### src/rtl/branch_resolve_pipe.sv
// Branch/jump resolution pipeline: carries fetch prediction metadata through IF/ID, ID/EX, EX/MEM
// and drives the predictor's commit interface. Optional perf counters under `BR_PERF_CNT_EN`.
module branch_resolve_pipe #(
    parameter int PHT_INDEX_WIDTH = 6,
    parameter int BTB_INDEX_WIDTH = 6
) (
    input  logic                            clk_i,
    input  logic                            rst_i,
    input  logic [31:0]                     IF_pc_i,
    input  logic                            IF_valid_i,
    input  logic                            IF_btb_hit_i,
    input  logic                            IF_prediction_i,
    input  logic [31:0]                     IF_btb_target_i,
    input  logic                            stall_i,
    input  logic                            flush_i,
    input  logic                            ID_is_br_i,
    input  logic                            ID_is_jal_i,
    input  logic                            ID_is_jalr_i,
    input  logic [2:0]                      ID_funct3_i,
    input  logic [31:0]                     ID_imm_i,
    input  logic [31:0]                     EX_rs1_i,
    input  logic [31:0]                     EX_rs2_i,
    output logic [BTB_INDEX_WIDTH-1:0]      EXMEM_btb_wr_index_o,
    output logic [PHT_INDEX_WIDTH-1:0]      EXMEM_pht_wr_index_o,
    output logic [31-BTB_INDEX_WIDTH-2:0]   EXMEM_btb_wr_tag_o,
    output logic [31:0]                     EXMEM_btb_wr_target_o,
    output logic                            EXMEM_btb_hit_o,
    output logic                            EXMEM_br_decision_o,
    output logic                            EXMEM_is_jmp_o,
    output logic                            EXMEM_prediction_o,
    output logic [31:0]                     EXMEM_pc_plus4_o,
    output logic [31:0]                     EXMEM_br_target_o,
    output logic [31:0]                     perf_br_cnt_o,
    output logic [31:0]                     perf_mispred_cnt_o
);

    typedef struct packed {
        logic        valid;
        logic [31:0] pc;
        logic        btb_hit;
        logic        pred;
        logic [31:0] btb_target;
    } ifid_t;

    typedef struct packed {
        ifid_t       f;
        logic        is_br;
        logic        is_jal;
        logic        is_jalr;
        logic [2:0]  funct3;
        logic [31:0] imm;
    } idex_t;

    typedef struct packed {
        logic        valid;
        logic [29:0] pc_w;
        logic        btb_hit;
        logic        is_jmp;
        logic        decision;
        logic        pred;
        logic [31:0] target;
        logic [31:0] pc_plus4;
    } exmem_t;

    ifid_t  ifid_q,  ifid_d;
    idex_t  idex_q,  idex_d;
    exmem_t exmem_q, exmem_d;

    logic        ex_eq, ex_lt, ex_ltu, ex_cond, ex_is_jmp, ex_taken;
    logic [31:0] ex_target, ex_jalr_sum;

    // EX: direction compare and target adder on the instruction held in ID/EX.
    always_comb begin
        // NOTE: every always_comb output gets a default first so no path can infer a latch.
        ex_cond     = 1'b0;
        ex_eq       = (EX_rs1_i == EX_rs2_i);
        ex_lt       = ($signed(EX_rs1_i) < $signed(EX_rs2_i));
        ex_ltu      = (EX_rs1_i < EX_rs2_i);
        case (idex_q.funct3)
            3'b000:  ex_cond = ex_eq;
            3'b001:  ex_cond = !ex_eq;
            3'b100:  ex_cond = ex_lt;
            3'b101:  ex_cond = !ex_lt;
            3'b110:  ex_cond = ex_ltu;
            3'b111:  ex_cond = !ex_ltu;
            default: ex_cond = 1'b0;
        endcase
        ex_is_jmp   = idex_q.f.valid && (idex_q.is_br || idex_q.is_jal || idex_q.is_jalr);
        ex_taken    = idex_q.is_jal || idex_q.is_jalr || (idex_q.is_br && ex_cond);
        ex_jalr_sum = EX_rs1_i + idex_q.imm;
        ex_target   = idex_q.is_jalr ? (ex_jalr_sum & ~32'h1) : (idex_q.f.pc + idex_q.imm);
    end

    always_comb begin
        ifid_d  = ifid_q;
        idex_d  = idex_q;
        exmem_d = '0;
        if (flush_i) begin
            ifid_d = '0;
            idex_d = '0;
        end else if (!stall_i) begin
            ifid_d.valid      = IF_valid_i;
            ifid_d.pc         = IF_pc_i;
            ifid_d.btb_hit    = IF_btb_hit_i;
            ifid_d.pred       = IF_prediction_i;
            ifid_d.btb_target = IF_btb_target_i;

            idex_d.f       = ifid_q;
            idex_d.is_br   = ID_is_br_i;
            idex_d.is_jal  = ID_is_jal_i;
            idex_d.is_jalr = ID_is_jalr_i;
            idex_d.funct3  = ID_funct3_i;
            idex_d.imm     = ID_imm_i;

            exmem_d.valid    = idex_q.f.valid;
            exmem_d.pc_w     = idex_q.f.pc[31:2];
            exmem_d.btb_hit  = idex_q.f.btb_hit;
            exmem_d.is_jmp   = ex_is_jmp;
            exmem_d.decision = ex_is_jmp && ex_taken;
            // A taken prediction to the wrong target is demoted so the predictor redirects.
            exmem_d.pred     = idex_q.f.pred &&
                               !(ex_is_jmp && ex_taken && (idex_q.f.btb_target != ex_target));
            exmem_d.target   = ex_target;
            exmem_d.pc_plus4 = idex_q.f.pc + 32'd4;
        end
    end

    always_ff @(posedge clk_i) begin
        // NOTE: state registers use non-blocking assignments so every stage samples pre-edge values.
        if (rst_i) begin
            ifid_q  <= '0;
            idex_q  <= '0;
            exmem_q <= '0;
        end else begin
            ifid_q  <= ifid_d;
            idex_q  <= idex_d;
            exmem_q <= exmem_d;
        end
    end

    assign EXMEM_btb_wr_index_o  = exmem_q.pc_w[BTB_INDEX_WIDTH-1:0];
    assign EXMEM_pht_wr_index_o  = exmem_q.pc_w[PHT_INDEX_WIDTH-1:0];
    assign EXMEM_btb_wr_tag_o    = exmem_q.pc_w[29:BTB_INDEX_WIDTH];
    assign EXMEM_btb_wr_target_o = exmem_q.target;
    assign EXMEM_br_target_o     = exmem_q.target;
    assign EXMEM_pc_plus4_o      = exmem_q.pc_plus4;
    assign EXMEM_btb_hit_o       = exmem_q.valid && exmem_q.btb_hit;
    assign EXMEM_is_jmp_o        = exmem_q.valid && exmem_q.is_jmp;
    assign EXMEM_br_decision_o   = exmem_q.valid && exmem_q.decision;
    assign EXMEM_prediction_o    = exmem_q.valid && exmem_q.pred;

`ifdef BR_PERF_CNT_EN
    logic [31:0] perf_br_q, perf_br_d, perf_mis_q, perf_mis_d;

    always_comb begin
        perf_br_d  = perf_br_q;
        perf_mis_d = perf_mis_q;
        if (exmem_q.valid && exmem_q.is_jmp) begin
            if (perf_br_q != '1) perf_br_d = perf_br_q + 32'd1;
            if ((exmem_q.pred != exmem_q.decision) && (perf_mis_q != '1))
                perf_mis_d = perf_mis_q + 32'd1;
        end
    end

    always_ff @(posedge clk_i) begin
        if (rst_i) begin
            perf_br_q  <= '0;
            perf_mis_q <= '0;
        end else begin
            perf_br_q  <= perf_br_d;
            perf_mis_q <= perf_mis_d;
        end
    end

    assign perf_br_cnt_o      = perf_br_q;
    assign perf_mispred_cnt_o = perf_mis_q;
`else
    assign perf_br_cnt_o      = '0;
    assign perf_mispred_cnt_o = '0;
`endif

endmodule
### config.mk
export PLATFORM = sky130hd
export DESIGN_NAME = branch_resolve_pipe
export DESIGN_NICKNAME = d
export VERILOG_FILES = /design/src/rtl/branch_resolve_pipe.sv
export SDC_FILE = /design/constraint.sdc
export NUM_CORES = 1
export LEC_CHECK = 0
export ABC_AREA = 0
export CORE_AREA = 2 2 221 168
export CTS_CLUSTER_SIZE = 30
export DETAILED_ROUTE_END_ITERATION = 7
export DIE_AREA = 0 0 223 170
export PLACE_DENSITY_LB_ADDON = 0.1
export SLEW_MARGIN = 30
export SYNTH_ARGS = -nofsm -noshare
export SYNTH_HDL_FRONTEND = slang
export SYNTH_SLANG_ARGS = --single-unit
### constraint.sdc
create_clock -name clk_i -period 3.45 [get_ports clk_i]
set_input_delay 0.69 -clock clk_i [delete_from_list [all_inputs] [get_ports clk_i]]
set_output_delay 0.69 -clock clk_i [all_outputs]
set_load 0.01 [all_outputs]
Word level (Yosys, flattened, before mapping):

Cells that the tools add are included.

* add/sub/neg operators: 3
* order comparisons: 2
* equal/unequal tests: 7
* muxes and demuxes: 2
* reductions and logical operators: 20

Operators by type and width (number)
* $add 32x32->32: 2
* $lt 32x32->1: 2
* $add 32x3->32 const B: 1
* $eq 32x32->1: 1
* $mux 32: 1
* $ne 32x32->1: 1
* $eq 3x3->1 const B: 4
* $logic_and 1x1->1: 9
* $pmux 1 s6: 1
* $logic_not 1->1: 4
* $logic_or 1x1->1: 4
* $eq 3x1->1 const B: 1
* $logic_not 3->1: 1
* $reduce_or 3->1: 1
* $reduce_or 2->1: 1

* flip-flop bits (word level): 271
* input bits: 173
* output and inout port bits: 200
* word-level logic and storage cells: 57

Logic depth before layout (Yosys ltp):

* word-level depth: 9
* mapped depth: 14
* gate-level depth less buffers: 14

Least setup slack after synthesis:

Ideal clock, no wire load.

* kind: input to register
* start point: input EX_rs1_i[0]
* end point: register exmem_q[64] in the netlist's numbering
* setup time: 0.059 ns
* arrival: 3.677 ns
* data required time: 3.391 ns
* slack: -0.286 ns
* stages on the path: 14
* buffers on the path: 0
* cell sequence: and2_1 -> fa_1 -> a21o_1 -> a221oi_2 -> nor3_1 -> or3_1 -> a41oi_2 -> o31ai_1 -> mux2i_1 -> o311ai_0 -> or4_1 -> nor4_2 -> nand4_1 -> nand2_1

* word-level cells in the longest chain between the ends: 9
* elaborated cells on any way between the ends: 16
* those cells by class: add/sub: 1; order compare: 2; eq/ne: 2; mux: 2; reduce/logical: 9

Ends and longest elaborated chain
* start: declaration: line 21 `input logic [31:0] EX_rs1_i,`
* branches (longest 6 deep; another with $add 32x32->32)
* $logic_and 1x1->1 *: line 122 `!(ex_is_jmp && ex_taken && (idex_q.f.btb_target != ex_target));`
* $logic_not 1->1 *: line 122
* $logic_and 1x1->1 *: line 121 `exmem_d.pred = idex_q.f.pred &&`
* end signal: assignment: line 137 `exmem_q <= exmem_d;`
* end: declaration: line 67 `exmem_t exmem_q, exmem_d;`

Every way passes the cells marked *.
A chain may end at the register's enable or synchronous reset.

Final worst setup path:

* start point: register idex_q[0] in the netlist's numbering
* end point: register exmem_q[64] in the netlist's numbering

* word-level cells in the longest chain between the ends: 6
* elaborated cells on any way between the ends: 7
* those cells by class: add/sub: 2; eq/ne: 1; mux: 1; reduce/logical: 3

Ends and longest elaborated chain
* start: declaration: line 66 `idex_t idex_q, idex_d;`
* start signal: assignment: line 136 `idex_q <= idex_d;`
* $add 32x32->32, on equally long branches: line 91, 90
* $mux 32 *: line 91 `ex_target = idex_q.is_jalr ? (ex_jalr_sum & ~32'h1) : (idex_q.f.pc + idex_q.imm);`
* $ne 32x32->1 *: line 122
* $logic_and 1x1->1 *: line 122
* $logic_not 1->1 *: line 122
* $logic_and 1x1->1 *: line 121

Every way passes the cells marked *; elsewhere a longest branch is shown, timed or not.

==> flow_results.xml <==
<?xml version="1.0" encoding="UTF-8"?>
<metrics>
  <group name="finish">
    <metric name="share_of_the_core_filled_with_cells_in_the_final_layout" unit="%">60.95</metric>
    <metric name="most_common_cell_after_layout_fill_and_taps_aside" unit="">buf_4</metric>
    <metric name="antenna-diode-count" unit="">0</metric>
    <metric name="most-common-layout-cells" unit="">buf_4, clkdlybuf4s50_1, nor2_1</metric>
    <metric name="layout_cells_sized_above_1" unit="%">18.79</metric>
    <metric name="syn_to_final_growth" unit="%">33.76</metric>
    <metric name="design.final.nets" unit="">2546</metric>
    <metric name="num-fill-cells" unit="">3171</metric>
    <metric name="register_area" unit="sq mm">0.005433</metric>
    <metric name="multi_input_area" unit="sq mm">0.009246</metric>
    <metric name="fin_area" unit="sq mm">0.02173</metric>
  </group>
  <group name="timing">
    <metric name="final-max-slew-violation-count" unit="">0</metric>
    <metric name="clock.fmax" unit="MHz">253.7</metric>
    <metric name="rsz_0062_raised_after_global_routing" unit="">yes</metric>
    <metric name="timing.setup.tns" unit="ps">-491.6</metric>
    <metric name="hold_viol" unit="">0</metric>
    <metric name="setup-violations-final" unit="">1</metric>
    <metric name="tightestPinTransition" unit="ps">979.8</metric>
    <metric name="timing.final.ws_setup" unit="ps">-491.6</metric>
    <metric name="period_share" unit="%">114.3</metric>
    <metric name="minimum_period_implied_by_the_final_worst_setup_slack" unit="ps">3942</metric>
    <metric name="maxSlewHeadroom" unit="%">34.68</metric>
    <metric name="worst_clk_skew" unit="ps">16.34</metric>
  </group>
  <group name="synthesis">
    <metric name="fraction_of_the_yosys_area_taken_by_sequential_cells" unit="%">33.39</metric>
    <metric name="synth_top_cell_area_share" unit="%">33.39</metric>
    <metric name="synth_edf_count" unit="">0</metric>
    <metric name="yosys_warnings" unit="">0</metric>
    <metric name="post_synth_num_cell_types" unit="">99</metric>
    <metric name="synth.cell_area" unit="sq mm">0.01625</metric>
    <metric name="synth-async-reset-ratio" unit="%">0</metric>
    <metric name="post_synth.cell_area_avg" unit="sq um">8.822</metric>
    <metric name="synth_top_flop_cell" unit="">dfxtp_1</metric>
    <metric name="yosysTopAreaCell" unit="">dfxtp_1</metric>
    <metric name="synth.ff_latch_count" unit="">271</metric>
    <metric name="synth.area.top_cells" unit="">dfxtp_1, mux2i_1, buf_4</metric>
    <metric name="synthesis.instances" unit="">1842</metric>
  </group>
  <group name="job">
    <metric name="timing.max_cap.violations" unit="">0</metric>
  </group>
  <group name="status">
    <metric name="run_status" unit="">finished with violations</metric>
    <metric name="violations_in_the_final_reports" unit="">setup timing</metric>
  </group>
  <group name="critical_path">
    <metric name="crit_fanout" unit="">3</metric>
    <metric name="r2r_setup_slack" unit="ps">-490</metric>
    <metric name="cp_data_arrival_time" unit="ps">4440</metric>
    <metric name="timing_worst_setup_path_type" unit="">reg -&gt; reg</metric>
    <metric name="worst_r2r_path_depth" unit="">16</metric>
    <metric name="required_time_of_the_worst_setup_path" unit="ps">3950</metric>
    <metric name="critical_path.max_stage_delay" unit="ps">560</metric>
    <metric name="reg2reg_from" unit="">idex_q[0]</metric>
    <metric name="cp_cell_sequence" unit="">buf_4 &gt; and2_4 &gt; fa_2 &gt; a21o_1 &gt; a221oi_4 &gt; nor3_2 &gt; or3_4 &gt; a41oi_2 &gt; buf_4 &gt; o31ai_2 &gt; mux2i_1 &gt; o311ai_1 &gt; or4_4 &gt; nor4_4 &gt; nand4_1 &gt; nand2_1</metric>
    <metric name="worst_path_dominant_cell_family" unit="">simple AND/OR/NAND/NOR gates</metric>
    <metric name="critical_path_buf_inv_count" unit="">2</metric>
    <metric name="setup.worst_path.end_class" unit="">flip-flop</metric>
    <metric name="crit_path_start_kind" unit="">flip-flop</metric>
    <metric name="worst_path_slowest_cell" unit="">or4_4</metric>
    <metric name="crit_top_cell" unit="">buf_4</metric>
    <metric name="timing.rr.end" unit="">exmem_q[64]</metric>
    <metric name="path_length_in_cells_of_the_critical_path" unit="">16</metric>
  </group>
  <group name="route">
    <metric name="drt_iter0_markers" unit="">816</metric>
    <metric name="antenna_left" unit="">0</metric>
    <metric name="post_drt_wl_per_cell" unit="um">18.19</metric>
    <metric name="drt_pre_antenna_iters" unit="">5</metric>
    <metric name="dr_total_vias" unit="">13996</metric>
    <metric name="post_drt_via_cell_ratio" unit="">5.073</metric>
    <metric name="wirelength" unit="mm">50.18</metric>
    <metric name="route.detailed.drc" unit="">0</metric>
  </group>
  <group name="placement">
    <metric name="place.gp.congestion" unit="">0.9119</metric>
    <metric name="hpwl" unit="mm">39.78</metric>
    <metric name="placedInstanceArea" unit="sq mm">0.02060</metric>
    <metric name="place_worst_setup_slack" unit="ps">-1168</metric>
    <metric name="placement.io_buffers" unit="">308</metric>
  </group>
  <group name="hold_path">
    <metric name="min_to" unit="">exmem_q[67]</metric>
    <metric name="min-delay-path-class" unit="">reg -&gt; reg</metric>
    <metric name="hold_depth" unit="">1</metric>
    <metric name="hold_path_startpoint" unit="">idex_q[71]</metric>
  </group>
  <group name="clock_tree">
    <metric name="cts-root-buf" unit="">clkbuf_16</metric>
    <metric name="clkSinkCount" unit="">271</metric>
    <metric name="tritoncts" unit="">done</metric>
    <metric name="clockBufferDepth" unit="">3</metric>
    <metric name="cts_max_level" unit="">1</metric>
    <metric name="clk_latency" unit="ps">560</metric>
    <metric name="numCtsBuffers" unit="">27</metric>
    <metric name="clkSlewWorstSetupHoldPaths" unit="ps">60</metric>
  </group>
  <group name="global_routing">
    <metric name="first_pass_grt_wire_length" unit="mm">76.32</metric>
    <metric name="grt_start_max_net_pins" unit="">95</metric>
    <metric name="overflow" unit="">0</metric>
    <metric name="antenna_violations_before_repair" unit="">0</metric>
    <metric name="grt_pass1_vias" unit="">13434</metric>
    <metric name="globalRouteTotalUtil" unit="%">25.71</metric>
  </group>
  <group name="floorplan">
    <metric name="fp.dieArea" unit="sq mm">0.03791</metric>
    <metric name="initial_utilization" unit="%">45.57</metric>
    <metric name="rows" unit="">60</metric>
    <metric name="die_width" unit="um">223</metric>
    <metric name="pin_count" unit="">373</metric>
    <metric name="floorplan.die.height" unit="um">170</metric>
    <metric name="core_region_area" unit="sq mm">0.03566</metric>
  </group>
  <group name="power">
    <metric name="static-leakage-power" unit="uW">0.009760</metric>
    <metric name="irDropWorstVdd" unit="V">0.0003176</metric>
    <metric name="power.density" unit="mW/mm^2">336.9</metric>
  </group>
</metrics>
==> cells by family (layout without fill, tap and decap cells) <==
group	Yosys count	in the layout	synth area share, %
and+or+nand+nor	577	577	17.06
buffers and inverters	323	712	12.60
AOI/OAI and AO/OA	277	277	11.77
DFF	271	271	33.39
muxes	193	193	11.90
xor gates and xnor gates	104	104	5.783
adders and majority gates	96	96	7.484
other	1	64	0.02308
==> what timing repair did <==
item                       4_1_cts  5_1_grt
gates resized for setup         27       20
pin swaps                       19       18
hold endpoints to repair         0        0
hold buffers                     0        0
buffers inserted                 5        3
setup endpoints to repair        4        8
==> routing by layer <==
layer	wire length, um	part of all wire, %	GRT usage (%)
met1	24100	48	36.16
met2	22560	45	41.14
met3	2277	4.5	3.643
met4	1237	2.5	7.149
met5	0	0	0
==> cells in the mapped netlist, drive strengths merged, types with 4 or more instances <==
cell type	count
o21a	8
or3	14
and4	5
and3	22
o41ai	4
nor2b	8
nand3	25
nor3b	5
nand4	36
xor2	53
o21bai	8
a311oi	4
xnor2	49
o211ai	9
buf	215
a41oi	4
a211o	7
and2	51
nand2	76
o31ai	5
a21boi	4
nor2	284
nand3b	4
a21o	31
o22ai	4
nand2b	9
nor4	7
a2111oi	7
dfxtp	271
a211oi	9
inv	44
ha	94
clkbuf	63
nor3	11
o21ai	41
a31oi	6
mux2i	192
a21oi	89
==> how the worst max path moves through the flow <==
stage / from / to / slack [ps]
2_1_floorplan: EX_rs1_i[0] / exmem_q[64] / -240
3_3_place_gp: EX_rs1_i[0] / exmem_q[64] / -1090
3_5_place_dp: EX_rs1_i[0] / exmem_q[64] / -1170
4_1_cts: idex_q[73] / exmem_q[64] / -390
5_1_grt: idex_q[73] / exmem_q[64] / -670
6_report: idex_q[0] / exmem_q[64] / -490
==> state kept, by name (all words and copies together), names as in the netlist <==
signal / count
EXMEM_br_target_o: 32
EXMEM_btb_wr_index_o: 6
EXMEM_btb_wr_tag_o: 24
EXMEM_pc_plus4_o: 32
exmem_q: 5
idex_q: 105
ifid_q: 67
==> per-stage QoR <==
stage / power (uW) / std cells / hold slack, ps
final: 7323 / 2759 / 466.8
after global routing: 7637 / 2759 / 512.4
after CTS: 7384 / 2756 / 470.1
after detailed placement: 4487 / 2705 / 447.6
after global placement: 4478 / 2705 / 437.4
after floorplan: 3954 / 1905 / 429.5
==> where the power goes <==
group          switching, uW  total, uW  internal [uW]  leakage (uW)
logic                    581       1230            645       0.00715
clock network           1260       2880           1610      0.000417
registers               40.1       3220           3180       0.00220
==> area by class of cell <==
cell class / count / share of cell area, %
multi-input cells: 1311 / 42.54
repair buffers: 621 / 25.13
flip-flops and latches: 271 / 25.00
clock buffers: 37 / 3.512
well taps: 465 / 2.677
inverters: 45 / 0.7772
clock inverters: 9 / 0.3684
No activity file was read; power rests on OpenSTA's default activity.
